===== src/rtl/cache_mem_arbiter.sv =====
// Two-requester cache-line sequencer: moves WORDS-beat lines between an icache/dcache pair and one 32-bit memory port.
// Optional ARB_RR_EN selects round-robin tie-breaking; default build uses fixed dcache priority.
// Valid/ready contract: mem_req is a request held stable until mem_ack is sampled high on a rising edge;
// each such edge completes exactly one beat. done is a single-cycle pulse with no back-pressure.
// Debug: dbg_state encodes IDLE=0, XFER=1, DONE=2; dbg_beat is the current beat index.
module cache_mem_arbiter #(
  parameter int WORDS  = 8,
  parameter int ADDR_W = 32
) (
  input  logic                       CLK,
  input  logic                       RST_N,
  input  logic [1:0]                 req,
  input  logic [1:0]                 we,
  input  logic [ADDR_W-1:0]          addr0,
  input  logic [ADDR_W-1:0]          addr1,
  input  logic [32*WORDS-1:0]        wdata0,
  input  logic [32*WORDS-1:0]        wdata1,
  output logic [1:0]                 done,
  output logic                       busy,
  output logic [32*WORDS-1:0]        rdata,
  output logic                       mem_req,
  output logic                       mem_we,
  output logic [ADDR_W-1:0]          mem_addr,
  output logic [31:0]                mem_wdata,
  input  logic [31:0]                mem_rdata,
  input  logic                       mem_ack,
  output logic [1:0]                 dbg_state,
  output logic [$clog2(WORDS)-1:0]   dbg_beat
);

  localparam int LINE_W = 32 * WORDS;
  localparam int BEAT_W = $clog2(WORDS);
  localparam logic [ADDR_W-1:0] OFF_MASK = ADDR_W'(4 * WORDS - 1);
  localparam logic [BEAT_W-1:0] LAST_BEAT = BEAT_W'(WORDS - 1);

  localparam logic [1:0] S_IDLE = 2'd0;
  localparam logic [1:0] S_XFER = 2'd1;
  localparam logic [1:0] S_DONE = 2'd2;

  logic [1:0]        state_q, state_d;
  logic [BEAT_W-1:0] beat_q, beat_d;
  logic              grant_q, grant_d;
  logic              we_q, we_d;
  logic [ADDR_W-1:0] line_addr_q, line_addr_d;
  logic [LINE_W-1:0] wdata_q, wdata_d;
  logic [LINE_W-1:0] buf_q, buf_d;
  logic              win;

`ifdef ARB_RR_EN
  logic last_grant_q, last_grant_d;

  // On a tie the requester that did not win last time goes first.
  always_comb begin
    case (req)
      2'b01:   win = 1'b0;
      2'b10:   win = 1'b1;
      default: win = ~last_grant_q;
    endcase
  end

  always_ff @(posedge CLK or negedge RST_N) begin
    if (!RST_N) last_grant_q <= 1'b1;
    else        last_grant_q <= last_grant_d;
  end
`else
  // Fixed priority: the dcache wins every tie.
  always_comb begin
    case (req)
      2'b01:   win = 1'b0;
      default: win = 1'b1;
    endcase
  end
`endif

  always_comb begin
    state_d     = state_q;
    beat_d      = beat_q;
    grant_d     = grant_q;
    we_d        = we_q;
    line_addr_d = line_addr_q;
    wdata_d     = wdata_q;
    buf_d       = buf_q;
`ifdef ARB_RR_EN
    last_grant_d = last_grant_q;
`endif
    case (state_q)
      S_IDLE: begin
        if (req != 2'b00) begin
          state_d     = S_XFER;
          beat_d      = '0;
          grant_d     = win;
          we_d        = win ? we[1] : we[0];
          line_addr_d = (win ? addr1 : addr0) & ~OFF_MASK;
          wdata_d     = win ? wdata1 : wdata0;
`ifdef ARB_RR_EN
          last_grant_d = win;
`endif
        end
      end
      S_XFER: begin
        if (mem_ack) begin
          if (!we_q) buf_d[32*beat_q +: 32] = mem_rdata;
          if (beat_q == LAST_BEAT) state_d = S_DONE;
          else                     beat_d  = beat_q + BEAT_W'(1);
        end
      end
      S_DONE:  state_d = S_IDLE;
      default: state_d = S_IDLE;
    endcase
  end

  always_ff @(posedge CLK or negedge RST_N) begin
    if (!RST_N) begin
      state_q     <= S_IDLE;
      beat_q      <= '0;
      grant_q     <= 1'b0;
      we_q        <= 1'b0;
      line_addr_q <= '0;
      wdata_q     <= '0;
      buf_q       <= '0;
    end else begin
      state_q     <= state_d;
      beat_q      <= beat_d;
      grant_q     <= grant_d;
      we_q        <= we_d;
      line_addr_q <= line_addr_d;
      wdata_q     <= wdata_d;
      buf_q       <= buf_d;
    end
  end

  // Line offset bits of line_addr_q are zero, so OR-ing the beat offset never carries out of the line.
  always_comb begin
    mem_req   = 1'b0;
    mem_we    = 1'b0;
    mem_addr  = '0;
    mem_wdata = '0;
    if (state_q == S_XFER) begin
      mem_req   = 1'b1;
      mem_we    = we_q;
      mem_addr  = line_addr_q | ADDR_W'({beat_q, 2'b00});
      mem_wdata = wdata_q[32*beat_q +: 32];
    end
  end

  assign done      = (state_q == S_DONE) ? (grant_q ? 2'b10 : 2'b01) : 2'b00;
  assign busy      = (state_q != S_IDLE);
  assign rdata     = buf_q;
  assign dbg_state = state_q;
  assign dbg_beat  = beat_q;

endmodule


===== config.mk =====
export PLATFORM = sky130hd
export DESIGN_NAME = cache_mem_arbiter
export DESIGN_NICKNAME = d
export VERILOG_FILES = /design/src/rtl/cache_mem_arbiter.sv
export SDC_FILE = /design/constraint.sdc
export NUM_CORES = 1
export LEC_CHECK = 0
export CAP_MARGIN = 20
export CELL_PAD_IN_SITES_DETAIL_PLACEMENT = 0
export CELL_PAD_IN_SITES_GLOBAL_PLACEMENT = 2
export CORE_AREA = 2 2 369 371
export CTS_BUF_LIST = sky130_fd_sc_hd__clkbuf_8
export DETAILED_ROUTE_END_ITERATION = 7
export DIE_AREA = 0 0 371 373
export PLACE_DENSITY = 0.61
export SLEW_MARGIN = 25
export SYNTH_ARGS = -nofsm -noshare
export SYNTH_HDL_FRONTEND = slang
export SYNTH_SLANG_ARGS = --single-unit

===== constraint.sdc =====
create_clock -name CLK -period 3.2 [get_ports CLK]
set_input_delay 0.32 -clock CLK [delete_from_list [all_inputs] [get_ports CLK]]
set_output_delay 0.32 -clock CLK [all_outputs]
set_load 0.005 [all_outputs]

* Word level (Yosys, flattened, before mapping)
Index checks and enable logic that the tools add are counted.
** Cells by class
- Shift-type cells :: 3
- Reduce and logical (&&, ||, !) cells :: 8
- Equal/unequal tests :: 8
- Mux-type cells :: 19
- $add $sub $neg :: 2
- Bitwise operators :: 2
** Operator list (number)
- $bwmux 256 :: 1
- $mux 256 :: 1
- $shift 32x34->256 const A :: 1
- $shiftx 256x9->32 :: 1
- $shiftx 32x34->256 :: 1
- $mux 32 :: 3
- $neg 8->34 :: 1
- $or 32x5->32 :: 1
- $mux 2 :: 5
- $mux 3 :: 3
- $ne 2x2->1 const B :: 4
- $pmux 3 s2 :: 1
- $reduce_and 3->1 :: 2
- $reduce_bool 2->1 :: 3
- $eq 2x1->1 const B :: 2
- $mux 1 :: 4
- $pmux 2 s2 :: 1
- $reduce_and 4->1 :: 1
- $add 3x1->3 const B :: 1
- $eq 3x3->1 const B :: 1
- $eq 2x2->1 const B :: 1
- $logic_not 2->1 :: 1
- $reduce_and 2->1 :: 1
- $not 1->1 :: 1
** Storage, ports and cells
- Register bits :: 546
- Output and inout port bits :: 330
- Input bits :: 615

* Depth between registers and ports, before layout
- Depth after elaboration :: 4
- Mapped depth :: 11
- Mapped depth without buffers :: 6

* Worst setup path after synthesis
No wires, ideal clock.
- Kind :: register -> register
- Start point :: reg beat_q[1], in the netlist dbg_beat[1]
- End point :: reg buf_q[100], in the netlist rdata[100]
- Clock period less this slack :: 3.180 ns
- Slack :: 0.020 ns
- Required time :: 3.075 ns
- Path buffers :: 5
- Stages on the path, launching flop included :: 12
- Arrival time :: 3.055 ns
- Cell sequence :: dfrtp_1 > clkbuf_1 > clkbuf_1 > clkbuf_1 > inv_1 > ha_1 > ha_1 > inv_1 > or4_1 > buf_2 > buf_6 > mux2_4
** On the way
- Cells in the longest elaborated chain, start to end :: 3
- Elaborated cells on any way between the ends :: 4
- Classes of those cells :: 1 x add/sub; 2 x shift; 1 x mux
** RTL lines
- start: declaration :: line 41 : logic [BEAT_W-1:0] beat_q, beat_d;
- start signal: assignment :: line 123 : beat_q <= beat_d;
- $neg 8->34 (*) :: line 102 : if (!we_q) buf_d[32*beat_q +: 32] = mem_rdata;
- $shiftx 32x34->256 / $shift 32x34->256 (equally long branches) :: line 102
- $bwmux 256 (*) :: line 102
- end signal: assignment :: line 128 : buf_q <= buf_d;
- end: declaration :: line 46 : logic [LINE_W-1:0] buf_q, buf_d;
Every way passes the cells marked *; elsewhere a longest branch is shown, timed or not.
A chain may end at the register's enable or synchronous reset.

* Worst setup path after layout
- Start point :: reg beat_q[1], in the netlist dbg_beat[1]
- End point :: out mem_wdata[28]
** On the way
- Cells in the longest elaborated chain, start to end :: 2
** RTL lines
- $shiftx 256x9->32 :: line 142 : mem_wdata = wdata_q[32*beat_q +: 32];
- $mux 32 :: line 138 : if (state_q == S_XFER) begin
- end: declaration :: line 24 : output logic [31:0] mem_wdata,
No other way between the ends.

==> impl_results.md <==
* Proportion of layout cells with a drive suffix above 1 at 0.400
* Share of flip-flops with an asynchronous set or reset at 1.00
* Worst max-slew margin expressed relative to the limit at 0.424
* DR DRC count at 0
* Share of the clock period used by the worst path at 0.950
* Fin cells at 4832
* Number of nets with antenna violations after routing at 0
* Top cell type by total area after synthesis: sky130_fd_sc_hd__dfrtp_1
* Most used cells in the layout excluding fill and tap cells: sky130_fd_sc_hd__clkdlybuf4s50_1 (900), sky130_fd_sc_hd__mux2_2 (885), sky130_fd_sc_hd__dfrtp_1 (543)
* 1st-pass router iterations at 5
* Skew final at 49.1 ps
* Top flip-flop cell by instance count after synthesis: sky130_fd_sc_hd__dfrtp_1
* Half-perimeter wire length of the detailed placement result at 89.0 mm
* R2R Setup Slk at 620 ps
* Top Ports at 945
* Number of clock sinks seen by CTS at 546
* Average wire length per cell after detail routing at 24.3 um
* Most used cell along the critical path: sky130_fd_sc_hd__buf_12
* Antenna violations before repair at 13
* Total number of vias at 19900
* #FFs+latches synth at 546
* Hold crit path type: input pin to asynchronous set/reset pin
* Total Wirelength at 117 mm
* Initial core utilization at 0.200
* Drt first-iter violations at 844
* Worst Reg2Reg Path Length in Cells at 7
* Total overflow reported by the global router at 0
* Full die area at 138000 um^2
* Root Buffer: sky130_fd_sc_hd__clkbuf_8
* Static leakage power at 17.2 nW
* Final hold violation count at 0
* Clk slew on worst S/H paths at 60 ps
* Wire length of the first global-routing pass at 164 mm
* Most area-consuming cells after synthesis: sky130_fd_sc_hd__dfrtp_1 (51%), sky130_fd_sc_hd__mux2_2 (37%), sky130_fd_sc_hd__and2_1 (2.2%)
* Area of the mapped netlist at 26900 um^2
* Standard cell core area at 135000 um^2
* Fin util at 0.308
* Inst Count DP at 4615
* Kind of cell adding the most delay to the critical path: buffers and inverters
* Aggregate global-route resource usage at 0.166
* Yosys Warn Count at 0
* Clock tree from TritonCTS: yes
* Startpoint kind of the worst setup timing path: flip-flop
* Fmax achieved at 0.329 GHz
* Number of placement rows at 135
* Arr. time, crit path at 2720 ps
* Final-report setup violation count at 0
* Largest fanout on the critical path at 14
* WS Path Type: flip-flop to output port
* Critical path's largest stage delay at 500 ps
* Max-capacitance violation count at 0
* Number of synthesized flops with an enable pin at 0
* Clk_lat worst skew at 770 ps
* Most common cell after layout, fill and taps aside: sky130_fd_sc_hd__clkdlybuf4s50_1
* Maximum number of pins on one net before global-route repair at 82
* Signed area change from the synthesized netlist to the final layout at 54.2%
* Worst-path cell chain: buf_12 -> buf_16 -> buf_12 -> mux2_4 -> o22ai_1 -> nor3_1 -> dlygate4sd2_1
* Number of stages on the worst setup path at 7
* Post-DR vias/cell at 4.11
* Worst EP required at 2880 ps
* Worst-path cell with the longest stage delay: sky130_fd_sc_hd__dfrtp_4
* Worst supply voltage drop on vdd at 0.000407 V
* Worst reg2reg endpoint: rdata[112]$_DFFE_PN0P_
* Chip width at 371 um
* Proportion of synthesized chip area in sequential cells at 0.508
* Shortest clock period the worst path allows after layout at 3040 ps
* Final Wtd Congestion at 0.788
* Filler cell count in the final layout at 13700
* Via count of the first global-routing pass at 21300
* Count of port buffers added during placement at 932
* Critical path endpoint category: output port
* Count of distinct cell types in the synthesized netlist at 40
* TritonCTS Buffers at 106
* Mapped Avg Cell Area at 13.8 um^2
* Sum of internal, switching and leakage power at 35.3 mW
* Result of the run: finished, final reports clean
* Smallest hold slack at 163 ps
* Crit Reg-Reg Startpoint: dbg_beat[0]$_DFFE_PN0P_
* CTS H-tree depth at 3
* Top cell type's share of synthesized area at 0.508
* Total buffers and inverters traversed by the critical path at 4
* Max Transition Viols Final at 0
* Buffer levels on the longest clock path at 3
* Net count of the finished layout at 3577
* Transition time at the pin with the least slew margin at 864 ps
* Synthesized netlist cell count at 1946
* Die Height at 373 um
* Ratio of total power to cell area at 851 nW/um^2
[logic make-up after synthesis]
kind of cell / share of synthesized area
buffers and inverters: 0.0241
AND/OR/NAND/NOR: 0.0510
adder cells (fa/ha/maj): 0.00233
multiplexers: 0.390
flip-flops: 0.508
other: 0.000139
AO/OA/AOI/OAI: 0.0247
[worst reg2reg max path, stage by stage (launching register included)]
cell                      delay, ps
sky130_fd_sc_hd__dfrtp_2        500
sky130_fd_sc_hd__inv_1           80
sky130_fd_sc_hd__ha_1           230
sky130_fd_sc_hd__ha_1           300
sky130_fd_sc_hd__inv_1           80
sky130_fd_sc_hd__or4_2          700
sky130_fd_sc_hd__buf_12         220
sky130_fd_sc_hd__mux2_4         370
[layer usage]
layer	wire length, um	GRT usage	part of all wire
met1	50200	0.207	0.43
met2	59200	0.291	0.50
met3	5810	0.0364	0.050
met4	2090	0.0354	0.018
met5	0	0	0
[how the worst max path moves through the flow]
stage | startpoint | endpoint
floorplan | dbg_beat[1]$_DFFE_PN0P_ | rdata[100]$_DFFE_PN0P_
global placement | dbg_beat[0]$_DFFE_PN0P_ | mem_wdata[31]
detailed placement | dbg_beat[0]$_DFFE_PN0P_ | mem_wdata[31]
CTS | dbg_beat[1]$_DFFE_PN0P_ | mem_wdata[24]
global route | dbg_beat[1]$_DFFE_PN0P_ | mem_wdata[10]
finish | dbg_beat[1]$_DFFE_PN0P_ | mem_wdata[28]
[through the flow]
step	cell area (um^2)	setup TNS [ps]	setup slack (ps)
detailed placement	39000	0	462
floorplan	26900	0	20.3
global route	41500	-4.29	-1.74
CTS	41400	-391	-211
global placement	39000	0	496
finish	41500	0	159
[synthesized netlist by cell type, types with 4 or more instances]
master,n
sky130_fd_sc_hd__a211oi_1,32
sky130_fd_sc_hd__and2_1,95
sky130_fd_sc_hd__buf_1,15
sky130_fd_sc_hd__buf_2,55
sky130_fd_sc_hd__clkbuf_1,66
sky130_fd_sc_hd__dfrtp_1,546
sky130_fd_sc_hd__ha_1,5
sky130_fd_sc_hd__inv_1,5
sky130_fd_sc_hd__mux2_2,888
sky130_fd_sc_hd__mux2_4,30
sky130_fd_sc_hd__nand2_1,4
sky130_fd_sc_hd__nor2b_1,68
sky130_fd_sc_hd__nor3_1,33
sky130_fd_sc_hd__o21ai_0,32
sky130_fd_sc_hd__o22ai_1,32
[report_power, final]
group	switching, mW	internal (mW)
Combinational	7.14	9.40
Sequential	1.63	9.98
Clock	3.27	3.89
Total	12.0	23.3
[cell type report]
class / count / area (um^2) / share of cell area
Antenna cell: 10 / 25.0 / 0.000603
Clock buffer: 136 / 1870 / 0.0451
Clock inverter: 56 / 304 / 0.00733
Inverter: 5 / 18.8 / 0.000453
Multi-Input combinational cell: 1255 / 12700 / 0.307
Sequential cell: 546 / 13700 / 0.330
Tap cell: 1781 / 2230 / 0.0537
Timing Repair Buffer: 1043 / 10600 / 0.256
[flip-flops by register name (all words and copies together), names as in the netlist]
| register | count |
|---|---|
| grant_q | 1 |
| rdata | 256 |
| line_addr_q | 27 |
| wdata_q | 256 |
| dbg_state | 2 |
| dbg_beat | 3 |
| we_q | 1 |
[timing repair]
action | in CTS | in global routing
hold buffers | 1 | 0
setup endpoints to repair | 32 | 4
hold endpoints to repair | 65 | 0
buffers inserted | 8 | 4
pin swaps | 2 | 0
gates cloned | 2 | 0
gates resized for setup | 67 | 4
(Power assumes the default switching activity.)
